File: config.mk
export PLATFORM = sky130hd
export DESIGN_NAME = peripheral_uart_tx_ctrl_wb_flat
export DESIGN_NICKNAME = d
export VERILOG_FILES = /design/src/rtl/peripheral_uart_tx_ctrl_wb_if.sv /design/src/rtl/peripheral_uart_tx_ctrl_wb.sv /design/src/flat_wrapper.sv
export SDC_FILE = /design/constraint.sdc
export NUM_CORES = 1
export LEC_CHECK = 0
export BUFFER_PORTS_ARGS = -buffer_cell sky130_fd_sc_hd__buf_4
export CORE_MARGIN = 2
export CORE_UTILIZATION = 45
export CTS_BUF_LIST = sky130_fd_sc_hd__clkbuf_16
export CTS_CLUSTER_DIAMETER = 100
export DETAILED_ROUTE_END_ITERATION = 6
export GPL_TIMING_DRIVEN = 0
export PLACE_DENSITY_LB_ADDON = 0.12
export SYNTH_ARGS = -nofsm -noshare
export SYNTH_HDL_FRONTEND = slang
export SYNTH_SLANG_ARGS = --single-unit
export TNS_END_PERCENT = 20
File: constraint.sdc
create_clock -name clk -period 1.5 [get_ports clk]
set_input_delay 0.225 -clock clk [delete_from_list [all_inputs] [get_ports clk]]
set_output_delay 0.225 -clock clk [all_outputs]
set_load 0.05 [all_outputs]
File: src/rtl/peripheral_uart_tx_ctrl_wb_if.sv
// TX FIFO read-side connection between the UART transmit sequencer and the TX FIFO.
// The sequencer (master) issues pop strobes; the FIFO (slave) presents occupancy
// and its head entry combinationally.
interface peripheral_uart_tx_ctrl_wb_if #(
    parameter int FIFO_WIDTH     = 8,
    parameter int FIFO_COUNTER_W = 5
);
    logic [FIFO_COUNTER_W-1:0] tf_count;
    logic [FIFO_WIDTH-1:0]     tf_data_out;
    logic                      tf_pop;

    modport master (
        input  tf_count,
        input  tf_data_out,
        output tf_pop
    );

    modport slave (
        output tf_count,
        output tf_data_out,
        input  tf_pop
    );
endinterface

File: src/rtl/peripheral_uart_tx_ctrl_wb.sv
// UART transmit sequencer. Pops one byte at a time from the TX FIFO and
// serialises it as start / data (LSB first) / optional parity / stop, each bit
// lasting 16 ticks of the 16x baud enable. Reports FSM state and THRE/TEMT.
module peripheral_uart_tx_ctrl_wb #(
    parameter int FIFO_WIDTH     = 8,
    parameter int FIFO_COUNTER_W = 5
) (
    input  logic                                clk,
    input  logic                                wb_rst_i,
    input  logic                                enable,
    input  logic [7:0]                          lcr,
    peripheral_uart_tx_ctrl_wb_if.master        fifo,
    output logic                                stx_pad_o,
    output logic [2:0]                          tstate,
    output logic                                tx_busy,
    output logic                                thre,
    output logic                                temt
);

    typedef enum logic [2:0] {
        ST_IDLE   = 3'd0,
        ST_POP    = 3'd1,
        ST_START  = 3'd2,
        ST_DATA   = 3'd3,
        ST_PARITY = 3'd4,
        ST_STOP   = 3'd5
    } tx_state_t;

    localparam logic [FIFO_COUNTER_W-1:0] FIFO_EMPTY = '0;

    tx_state_t               state_reg, state_next;
    logic [3:0]              tick_reg, tick_next;
    logic [2:0]              bit_reg, bit_next;
    logic [FIFO_WIDTH-1:0]   shift_reg, shift_next;
    logic [5:0]              cfg_reg, cfg_next;
    logic                    par_reg, par_next;
    logic                    half_reg, half_next;   // first 16 ticks of a long stop done
    logic                    line_reg, line_next;   // FSM line level before break gating
    logic                    pad_reg;

    logic                    bit_end;
    logic                    bit_last;
    logic [3:0]              tick_inc;
    logic [FIFO_WIDTH-1:0]   word_mask;
    logic                    data_xor;
    logic                    par_calc;

    // A bit period closes on the 16th counted enable.
    assign bit_end  = enable && (tick_reg == 4'hF);
    assign tick_inc = tick_reg + 4'd1;
    assign bit_last = (bit_reg == (3'd4 + {1'b0, cfg_reg[1:0]}));

    // Valid-bit mask for the latched word length (5..8 bits).
    generate
        for (genvar gi = 0; gi < FIFO_WIDTH; gi++) begin : g_word_mask
            localparam int BIT_IDX = gi;
            assign word_mask[gi] = (BIT_IDX < (5 + int'(cfg_reg[1:0])));
        end
    endgenerate

    // Parity is evaluated while the start bit is on the line, when the shift
    // register still holds the whole latched byte.
    assign data_xor = ^(shift_reg & word_mask);
    assign par_calc = cfg_reg[5] ? ~cfg_reg[4] : (cfg_reg[4] ? data_xor : ~data_xor);

    // Next-state and datapath decode; everything holds unless a case updates it.
    always_comb begin
        state_next = state_reg;
        tick_next  = tick_reg;
        bit_next   = bit_reg;
        shift_next = shift_reg;
        cfg_next   = cfg_reg;
        par_next   = par_reg;
        half_next  = half_reg;
        line_next  = line_reg;
        case (state_reg)
            ST_IDLE: begin
                line_next = 1'b1;
                if (fifo.tf_count != FIFO_EMPTY) begin
                    state_next = ST_POP;
                end
            end
            ST_POP: begin
                shift_next = fifo.tf_data_out;
                cfg_next   = lcr[5:0];
                tick_next  = 4'd0;
                bit_next   = 3'd0;
                half_next  = 1'b0;
                line_next  = 1'b0;
                state_next = ST_START;
            end
            ST_START: begin
                if (enable) begin
                    tick_next = tick_inc;
                end
                if (bit_end) begin
                    par_next   = par_calc;
                    line_next  = shift_reg[0];
                    state_next = ST_DATA;
                end
            end
            ST_DATA: begin
                if (enable) begin
                    tick_next = tick_inc;
                end
                if (bit_end) begin
                    shift_next = shift_reg >> 1;
                    bit_next   = bit_reg + 3'd1;
                    if (bit_last) begin
                        if (cfg_reg[3]) begin
                            line_next  = par_reg;
                            state_next = ST_PARITY;
                        end else begin
                            line_next  = 1'b1;
                            state_next = ST_STOP;
                        end
                    end else begin
                        line_next = shift_reg[1];
                    end
                end
            end
            ST_PARITY: begin
                if (enable) begin
                    tick_next = tick_inc;
                end
                if (bit_end) begin
                    line_next  = 1'b1;
                    state_next = ST_STOP;
                end
            end
            ST_STOP: begin
                if (enable) begin
                    tick_next = tick_inc;
                end
                if (bit_end) begin
                    if (cfg_reg[2] && !half_reg) begin
                        // Second stop segment: 8 more ticks for 5-bit words, 16 otherwise.
                        half_next = 1'b1;
                        tick_next = (cfg_reg[1:0] == 2'b00) ? 4'd8 : 4'd0;
                    end else begin
                        state_next = ST_IDLE;
                    end
                end
            end
            default: begin
                line_next  = 1'b1;
                state_next = ST_IDLE;
            end
        endcase
    end

    // State and datapath registers; reset abandons any frame in progress.
    always_ff @(posedge clk or posedge wb_rst_i) begin
        if (wb_rst_i) begin
            state_reg <= ST_IDLE;
            tick_reg  <= 4'd0;
            bit_reg   <= 3'd0;
            shift_reg <= '0;
            cfg_reg   <= 6'd0;
            par_reg   <= 1'b0;
            half_reg  <= 1'b0;
            line_reg  <= 1'b1;
            pad_reg   <= 1'b1;
        end else begin
            state_reg <= state_next;
            tick_reg  <= tick_next;
            bit_reg   <= bit_next;
            shift_reg <= shift_next;
            cfg_reg   <= cfg_next;
            par_reg   <= par_next;
            half_reg  <= half_next;
            line_reg  <= line_next;
            // Break is applied on the live lcr at the output register only.
            pad_reg   <= line_next & ~lcr[6];
        end
    end

    assign fifo.tf_pop = (state_reg == ST_POP);
    assign stx_pad_o   = pad_reg;
    assign tstate      = state_reg;
    assign tx_busy     = (state_reg != ST_IDLE);
    assign thre        = (fifo.tf_count == FIFO_EMPTY);
    assign temt        = thre && (state_reg == ST_IDLE);

endmodule

File: src/flat_wrapper.sv
// flat-port wrapper written by rule: the top's interface ports become plain ports
module peripheral_uart_tx_ctrl_wb_flat 
#(
    parameter int FIFO_WIDTH     = 8,
    parameter int FIFO_COUNTER_W = 5
)
  (clk, wb_rst_i, enable, lcr, stx_pad_o, tstate, tx_busy, thre, temt, fifo_tf_count, fifo_tf_data_out, fifo_tf_pop);
  peripheral_uart_tx_ctrl_wb_if #(.FIFO_WIDTH(FIFO_WIDTH), .FIFO_COUNTER_W(FIFO_COUNTER_W)) fifo_i ();
  input  logic clk;
  input  logic wb_rst_i;
  input  logic enable;
  input  logic [7:0] lcr;
  output logic stx_pad_o;
  output logic [2:0] tstate;
  output logic tx_busy;
  output logic thre;
  output logic temt;
  input wire logic [$bits(fifo_i.tf_count)-1:0] fifo_tf_count;
  input wire logic [$bits(fifo_i.tf_data_out)-1:0] fifo_tf_data_out;
  output wire logic [$bits(fifo_i.tf_pop)-1:0] fifo_tf_pop;
  assign fifo_i.tf_count = fifo_tf_count;
  assign fifo_i.tf_data_out = fifo_tf_data_out;
  assign fifo_tf_pop = fifo_i.tf_pop;
  peripheral_uart_tx_ctrl_wb #(.FIFO_WIDTH(FIFO_WIDTH), .FIFO_COUNTER_W(FIFO_COUNTER_W)) u_core (.clk(clk), .wb_rst_i(wb_rst_i), .enable(enable), .lcr(lcr), .fifo(fifo_i), .stx_pad_o(stx_pad_o), .tstate(tstate), .tx_busy(tx_busy), .thre(thre), .temt(temt));
endmodule
### Word-level counts from Yosys, hierarchy flattened

Cells that the tools add are included.

| operators by class | value |
|---|---|
| order comparisons | 8 |
| reduce and logical (&&, ||, !) cells | 18 |
| muxes and demuxes | 29 |
| bitwise logic cells | 5 |
| div/mod/pow operators | 0 |
| shift operators | 0 |
| equality and inequality tests | 15 |
| multiply operators | 0 |
| add/sub/neg operators | 4 |

Operator list:

| operator | number |
|---|---|
| 4-bit by 32-bit less-than comparator with 1-bit output (first input constant) | 4 |
| 3-bit by 32-bit less-than comparator with 1-bit output (first input constant) | 2 |
| 1-bit by 32-bit less-than comparator with 1-bit output (first input constant) | 1 |
| 2-bit by 32-bit less-than comparator with 1-bit output (first input constant) | 1 |
| 3-bit two-way mux | 8 |
| 3-bit one-hot mux with 6 select lines | 1 |
| 4-bit two-way mux | 4 |
| 8-bit one-hot mux with 2 select lines | 1 |
| 2-bit by 1-bit inequality test with 1-bit output (second input constant) | 7 |
| 4-bit one-hot mux with 3 select lines | 1 |
| 1-bit two-way mux | 10 |
| 8-bit AND | 1 |
| 8-bit two-way mux | 1 |
| 8-bit XOR reduction | 1 |
| 7-bit AND reduction | 1 |
| 3-bit by 2-bit == test with 1-bit output (second input constant) | 2 |
| 3-bit == test (second input constant) | 2 |
| 3-bit one-hot mux with 2 select lines | 1 |
| 3-bit nonzero test | 2 |
| 5-bit zero test | 1 |
| 1-bit one-hot mux with 5 select lines | 1 |
| 5-bit nonzero test | 1 |
| 3-bit by 2-bit adder with 4-bit output (first input constant) | 1 |
| 4-bit by 1-bit adder with 4-bit output (second input constant) | 1 |
| other kinds (17) | 23 |

| word-level totals | value |
|---|---|
| memories | 0 |
| logic and storage cells | 88 |
| output and inout bits | 8 |
| input bits | 24 |
| latch bits | 0 |
| flip-flop bits (word level) | 28 |
| bits in read-only memories | 0 |
| RAM bits | 0 |

### Logic depth before layout (Yosys ltp)

Gate-level depths: netlist (run 1).

| depth | value |
|---|---|
| depth in word-level cells | 7 |
| gate-level depth with buffers | 6 |
| gate-level depth less buffers | 6 |

### Worst setup path before layout (run 1)

Ideal clock, no wire load.

| timing path | value |
|---|---|
| path type | reg-to-output |
| from | register u_core.state_reg[1], in the netlist u_core.tstate[1] |
| to | output port temt |
| data required time | 1.275 ns |
| buffers on the path | 2 |
| stages on the path, launching flop included | 5 |
| arrival | 2.202 ns |
| setup slack | -0.927 ns |
| cells stage by stage | dfrtp_1 > clkbuf_1 > or3_1 > clkbuf_1 > nor2_1 |

| between the ends | value |
|---|---|
| cells in the longest elaborated chain, start to end | 2 |

Ends and longest elaborated chain:

| what | RTL line | RTL |
|---|---|---|
| start, declared | peripheral_uart_tx_ctrl_wb.sv:31 | `tx_state_t state_reg, state_next;` |
| start signal, assigned | peripheral_uart_tx_ctrl_wb.sv:165 | `state_reg <= state_next;` |
| 3-bit zero test | peripheral_uart_tx_ctrl_wb.sv:183 | `assign temt = thre && (state_reg == ST_IDLE);` |
| 1-bit logical AND | peripheral_uart_tx_ctrl_wb.sv:183 |  |
| end, declared | flat_wrapper.sv:17 | `output logic temt;` |

Every way passes these cells.

### Worst setup path in the final report (run 1)

| timing path | value |
|---|---|
| from | register u_core.cfg_reg[0] |
| to | register u_core.par_reg |

| between the ends | value |
|---|---|
| cells in the longest elaborated chain, start to end | 7 |

Ends and longest elaborated chain:

| what | RTL line | RTL |
|---|---|---|
| start, declared | peripheral_uart_tx_ctrl_wb.sv:35 | `logic [5:0] cfg_reg, cfg_next;` |
| start signal, assigned | peripheral_uart_tx_ctrl_wb.sv:169 | `cfg_reg <= cfg_next;` |
| 3-bit by 2-bit adder with 4-bit output * | peripheral_uart_tx_ctrl_wb.sv:57 | `assign word_mask[gi] = (BIT_IDX < (5 + int'(cfg_reg[1:0])));` |
| 1-bit by 32-bit less-than comparator with 1-bit output, or another cell as far along | peripheral_uart_tx_ctrl_wb.sv:57 |  |
| 8-bit AND * | peripheral_uart_tx_ctrl_wb.sv:63 | `assign data_xor = ^(shift_reg & word_mask);` |
| 8-bit XOR reduction * | peripheral_uart_tx_ctrl_wb.sv:63 |  |
| 1-bit inverter | peripheral_uart_tx_ctrl_wb.sv:64 | `assign par_calc = cfg_reg[5] ? ~cfg_reg[4] : (cfg_reg[4] ? data_xor : ~data_xor);` |
| 1-bit two-way mux * (2 in a row) | peripheral_uart_tx_ctrl_wb.sv:64 |  |
| end signal, assigned | peripheral_uart_tx_ctrl_wb.sv:170 | `par_reg <= par_next;` |
| end, declared | peripheral_uart_tx_ctrl_wb.sv:36 | `logic par_reg, par_next;` |

Every way passes the cells marked *; elsewhere a longest branch is shown, timed or not.
A chain may end at the register's enable or synchronous reset.

==> results of run 1 <==
cells in the mapped netlist, drive strengths merged (4+ instances only):
master and number:
dfrtp 26, mux2 6, xnor2 6, inv 6
buf 6, or3 4, nand2 13, o21ai 11
nor2 19, a21oi 13, nor3 5, mux2i 9
worst max-delay path, stage by stage (launching register included):
cell	delay (ps)
dfrtp_2	440
and3b_1	170
o21ai_1	130
xnor3_1	430
o21a_1	190
o31ai_2	160
power groups by stage:
stage | registers [mW] | logic, mW | clock network [mW]
4_1_cts | 1.16 | 1.06 | 0.816
5_1_grt | 1.23 | 1.25 | 0.844
3_3_place_gp | 1.16 | 0.972 | 0
2_1_floorplan | 1.17 | 0.773 | 0
3_5_place_dp | 1.18 | 0.992 | 0
6_report | 1.19 | 1.14 | 0.792
per-stage QoR:
step	total power, mW	instances
floorplan	1.944	168
CTS	3.037	255
global placement	2.136	243
detailed placement	2.176	243
finish	3.129	256
global route	3.324	256
area by class of cell:
class                   count  area (sq um)  area share, %
plain buffers               7         57.56          2.566
inverters                   6         22.52          1.004
multi-input cells         125         964.7          43.00
flip-flops and latches     28         709.4          31.62
clock buffers               3         75.07          3.346
repair buffers             40         326.6          14.56
clock inverters             1         30.03          1.339
well taps                  46         57.56          2.566
path summary, 6_finish.rpt:
kind                                                  end  slack, ps  depth (start not counted)
max in group asynchronous    u_core.tstate[1]$_DFFE_PP0P_        570                          2
setup reg to reg               u_core.par_reg$_DFFE_PP0P_       -110                          5
hold reg to reg               u_core.half_reg$_DFFE_PP0P_        500                          2
min in group asynchronous  u_core.tick_reg[2]$_DFFE_PP0P_        220                          2
setup / recovery               u_core.par_reg$_DFFE_PP0P_       -110                          5
hold / removal                 u_core.stx_pad_o$_DFF_PP1_        160                          3
metal layers:
layer / up-vias / global-route usage [%] / wire length (microns)
met2: 43 / 33.95 / 1867
met3: 8 / 3.750 / 169
met4: 0 / 7.337 / 76
met1: 682 / 25.32 / 1594
li1: 690 / - / -
met5: - / 0 / 0
timing repair:
item	4_1_cts	5_1_grt
buffers inserted	9	2
resized for setup	19	30
setup endpoints to repair	26	25
pin swaps	5	3
cells by family (layout without fill, tap and decap cells):
group | count (synthesis) | in the layout | share of synthesized area [%]
buf+inv | 15 | 57 | 3.981
compound gates | 46 | 46 | 19.52
simple gates | 54 | 54 | 16.00
xor+xnor | 8 | 8 | 5.230
mux | 15 | 15 | 9.836
flops | 28 | 28 | 43.87
fa+ha+maj | 2 | 2 | 1.561
==> flow_summary.ini, run 1 <==
[sta]
worst_slew_pin_slew_ps = 1056
rsz0062_at_grt = true
final.setup.worst_slack_ps = -111.8
final.setup_skew_ps = 2.578
setup_tns_ps = -486.3
fin_crit_ps = 1612
fmax_ghz = 0.6204
fin_crit_sh_pct = 107.5
whs_ps = 156.3
slew_headroom_pct = 29.51
hold_violations = 0
setup_viol = 7
drv_slew = 0

[global_routing]
antenna_found_initial = 0
grt_max_degree = 29
grt_remaining_overflow = 0
grt_pass1_vias = 1440
grt_pass1_wl_mm = 6.444
grt_usage_pct = 20.02

[yosys]
syn_area_sq_um = 1603
avgSynthCellArea_sq_um = 9.540
synth_flop_cell = dfrtp_1
netlist_top_cells_area = dfrtp_1 41%, mux2i_1 5.6%, nor2_1 4.4%
synth_seq_area_share_pct = 43.87
synth-seq-cells = 28
yosysTopAreaCell = dfrtp_1
async_reset_ff_share_pct = 100.0
synth_edf_count = 0
synth_cell_types = 41
yosys_warnings = 0
synth_top_area_share_pct = 40.59
synth.net_count = 194
syn_inst = 168

[clock_network]
tritoncts = built
clk-insertion-delay-late_ps = 270
cts_hold_buf = 0
cts_root_buffer = clkbuf_16
h-tree-depth = 1
clock_path_buffers = 2
cts_buffers = 3
clock_sinks = 28
cts.clk_slew.worst_paths_ps = 70

[power_and_ir_drop]
pwr-share-comb_pct = 36.5
powerDensity_nw_per_um2 = 1395
intPower_mw = 2.122
peakVddDrop_mv = 0.7123
seq_power_share_pct = 38.2
clkPwrFrac_pct = 25.3
p_switching_mw = 1.007
p_sw_share_pct = 32.19
leakage_nw = 0.9930

[worst_hold_path]
hold_start = lcr[6]
hold_path_class = in -> reg

[routing]
drt-total-wl_mm = 3.707
drt-initial-drc-count = 50
wire_per_inst_microns = 14.48
num_vias = 1423
drc = 0
first_pass_iters = 4
vias_per_cell = 5.559
route.antenna.remaining_nets = 0

[run_status]
violations = negative setup slack
outcome = finished, violations left

[final_layout]
areaGrowthSynthToFinish_pct = 39.97
nFillCells = 273
finish.utilization_pct = 66.19
antenna_cells = 0
layout-drive-gt1-share_pct = 41.90
fin_area_sq_um = 2243
largest_reg_flops = 8
fin_nets = 237
final_common_cell = buf_4
mostFrequentLayoutCells = 36 x buf_4, 21 x dfrtp_1, 11 x nand2_1, 11 x nor2_1, 10 x a21oi_1

[floorplan]
core_area_sq_um = 3390
die_x_microns = 63.68
chipHeight_microns = 63.68
die-area_sq_um = 4055
num_io_pins = 32
placementRows = 21
initial_core_util_pct = 47.29

[setup_path]
critPathLaunchType = register
crit_required_ps = 1680
critPathMaxFanout = 6
cp_data_arrival_time_ps = 1790
crit-reg2reg-launch = u_core.cfg_reg[0]$_DFFE_PP0P_
cp-startpoint = u_core.cfg_reg[0]$_DFFE_PP0P_
cp-end-kind = register
path_class = reg -> reg

[place]
post-place-ws_ps = -398.0
gp_congestion = 0.8431
post-dp-hpwl_mm = 2.594
placed_area_sq_um = 1924
port_buffers = 29

[flow_run]
max-cap-violations = 0
Power figures use the tool's default switching activity.
==> run 2, diff against run 1 <==
Settings changed: CORE_UTILIZATION 45 to 30, REMOVE_ABC_BUFFERS set to 1.
==> flow_summary.ini, run 2 (synthesized netlist as in run 1, its figures left out) <==
[routing]
drc = 0
vias_per_cell = 5.170
first_pass_iters = 4
drt-total-wl_mm = 4.111
wire_per_inst_microns = 14.53
drt-initial-drc-count = 76
num_vias = 1463
route.antenna.remaining_nets = 0

[setup_path]
crit_required_ps = 1270
cp-end-kind = output port
path_class = reg -> out
critPathLaunchType = register
cp_data_arrival_time_ps = 1450
critPathMaxFanout = 5

[global_routing]
use_met1_pct = 18.30
grt_remaining_overflow = 0
grt_pass1_vias = 1424
antenna_found_initial = 0
met3_usage_pct = 2.588
grt_usage_pct = 14.74
busiest_layer = met2
grt_max_degree = 29
grt_pass1_wl_mm = 7.031
met2_usage_pct = 25.70

[sta]
rsz0062_at_grt = true
fmax_ghz = 0.5980
hold_violations = 0
whs_ps = 167.4
worst_slew_pin_slew_ps = 1126
slew_headroom_pct = 24.86
final.setup_skew_ps = 1.758
fin_crit_sh_pct = 111.5
final.setup.worst_slack_ps = -172.2
drv_slew = 0
fin_crit_ps = 1672
setup_viol = 11

[final_layout]
largest_reg_flops = 8
seqCellArea_sq_um = 711.9
antenna_cells = 0
layout-drive-gt1-share_pct = 42.25
areaGrowthSynthToFinish_pct = 44.42
multiInputGateArea_sq_um = 965.9
finish.utilization_pct = 45.03
nFillCells = 517
fin_nets = 240
mostFrequentLayoutCells = 39 x buf_4, 21 x dfrtp_1, 15 x nor2_1
final_common_cell = buf_4
fin_area_sq_um = 2315

[flow_run]
max-cap-violations = 0

[clock_network]
cts_buffers = 3
cts.clk_slew.worst_paths_ps = 70
tritoncts = built
clock_sinks = 28
clock_path_buffers = 2
h-tree-depth = 1
clk-insertion-delay-late_ps = 260
cts_root_buffer = clkbuf_16

[place]
port_buffers = 30
gp_congestion = 0.7798
placed_area_sq_um = 1874
post-place-ws_ps = -691.5
post-dp-hpwl_mm = 2.692

[worst_hold_path]
hold_path_class = in -> reg

[floorplan]
chipHeight_microns = 77.10
die-area_sq_um = 5944
placementRows = 26
die_x_microns = 77.10
initial_core_util_pct = 31.18
num_io_pins = 32
core_area_sq_um = 5140

[power_and_ir_drop]
leakage_nw = 1.022
peakVddDrop_mv = 0.7829
powerDensity_nw_per_um2 = 1276

[run_status]
violations = negative setup slack
outcome = finished, violations left
run 2: cell count changes in the layout (fill, tap and decap cells not counted), moves of 2 or more:
cell | before | now
o21ai_2 | 0 | 2
buf_4 | 36 | 39
nor2_2 | 6 | 2
nor2_1 | 11 | 15
o21ai_1 | 5 | 2
run 2: stage by stage:
| stage | TNS [ps] | std cells | power, mW |
|---|---|---|---|
| after floorplan | -14840 | 159 | 1.933 |
| after global placement | -10710 | 259 | 2.136 |
| after detailed placement | -11620 | 259 | 2.178 |
| after CTS | -991.1 | 278 | 2.896 |
| after global routing | -1320 | 283 | 3.170 |
| final | -707.1 | 283 | 2.954 |
run 2: final timing paths:
| path | from | to | slack [ps] | cells past startpoint |
|---|---|---|---|---|
| min | lcr[6] | u_core.stx_pad_o$_DFF_PP1_ | 170 | 3 |
| min in group asynchronous | wb_rst_i | u_core.cfg_reg[2]$_DFFE_PP0P_ | 250 | 2 |
| min reg2reg | u_core.par_reg$_DFFE_PP0P_ | u_core.par_reg$_DFFE_PP0P_ | 500 | 2 |
| max in group asynchronous | wb_rst_i | u_core.tstate[1]$_DFFE_PP0P_ | 450 | 2 |
| max reg2reg | u_core.cfg_reg[0]$_DFFE_PP0P_ | u_core.par_reg$_DFFE_PP0P_ | -150 | 5 |
| max | u_core.tstate[1]$_DFFE_PP0P_ | temt | -170 | 3 |
run 2: layout make-up:
cell class	count	share of cell area, %
inverters	6	1.135
well taps	70	3.784
flip-flops and latches	28	30.76
multi-input cells	125	41.73
repair buffers	50	19.19
clock inverters	1	0.1622
clock buffers	3	3.243
run 2: where the power goes:
group          switching [mW]  total, mW  internal (mW)
registers               0.218       1.18          0.964
logic                   0.513       1.14          0.625
clock network           0.275      0.633          0.358
run 2: layer usage:
metal | vias up | wire length, microns | part of all wire, %
met4 | 0 | 72 | 1.8
met3 | 6 | 205 | 5.0
met5 | - | 0 | 0
li1 | 703 | - | -
met1 | 709 | 1782 | 43
met2 | 45 | 2051 | 50
run 2: what timing repair did:
| item | in CTS | in global routing |
|---|---|---|
| gates cloned | 1 | 0 |
| resized for setup | 29 | 24 |
| hold buffers | 0 | 0 |
| buffers inserted | 14 | 5 |
| setup endpoints to repair | 33 | 18 |
| pin swaps | 3 | 5 |
run 2: critical path, cell delays in order, from the launching register on:
cell and delay (ps):
dfrtp_4 500, or3_4 390, nor2_4 130, buf_6 160
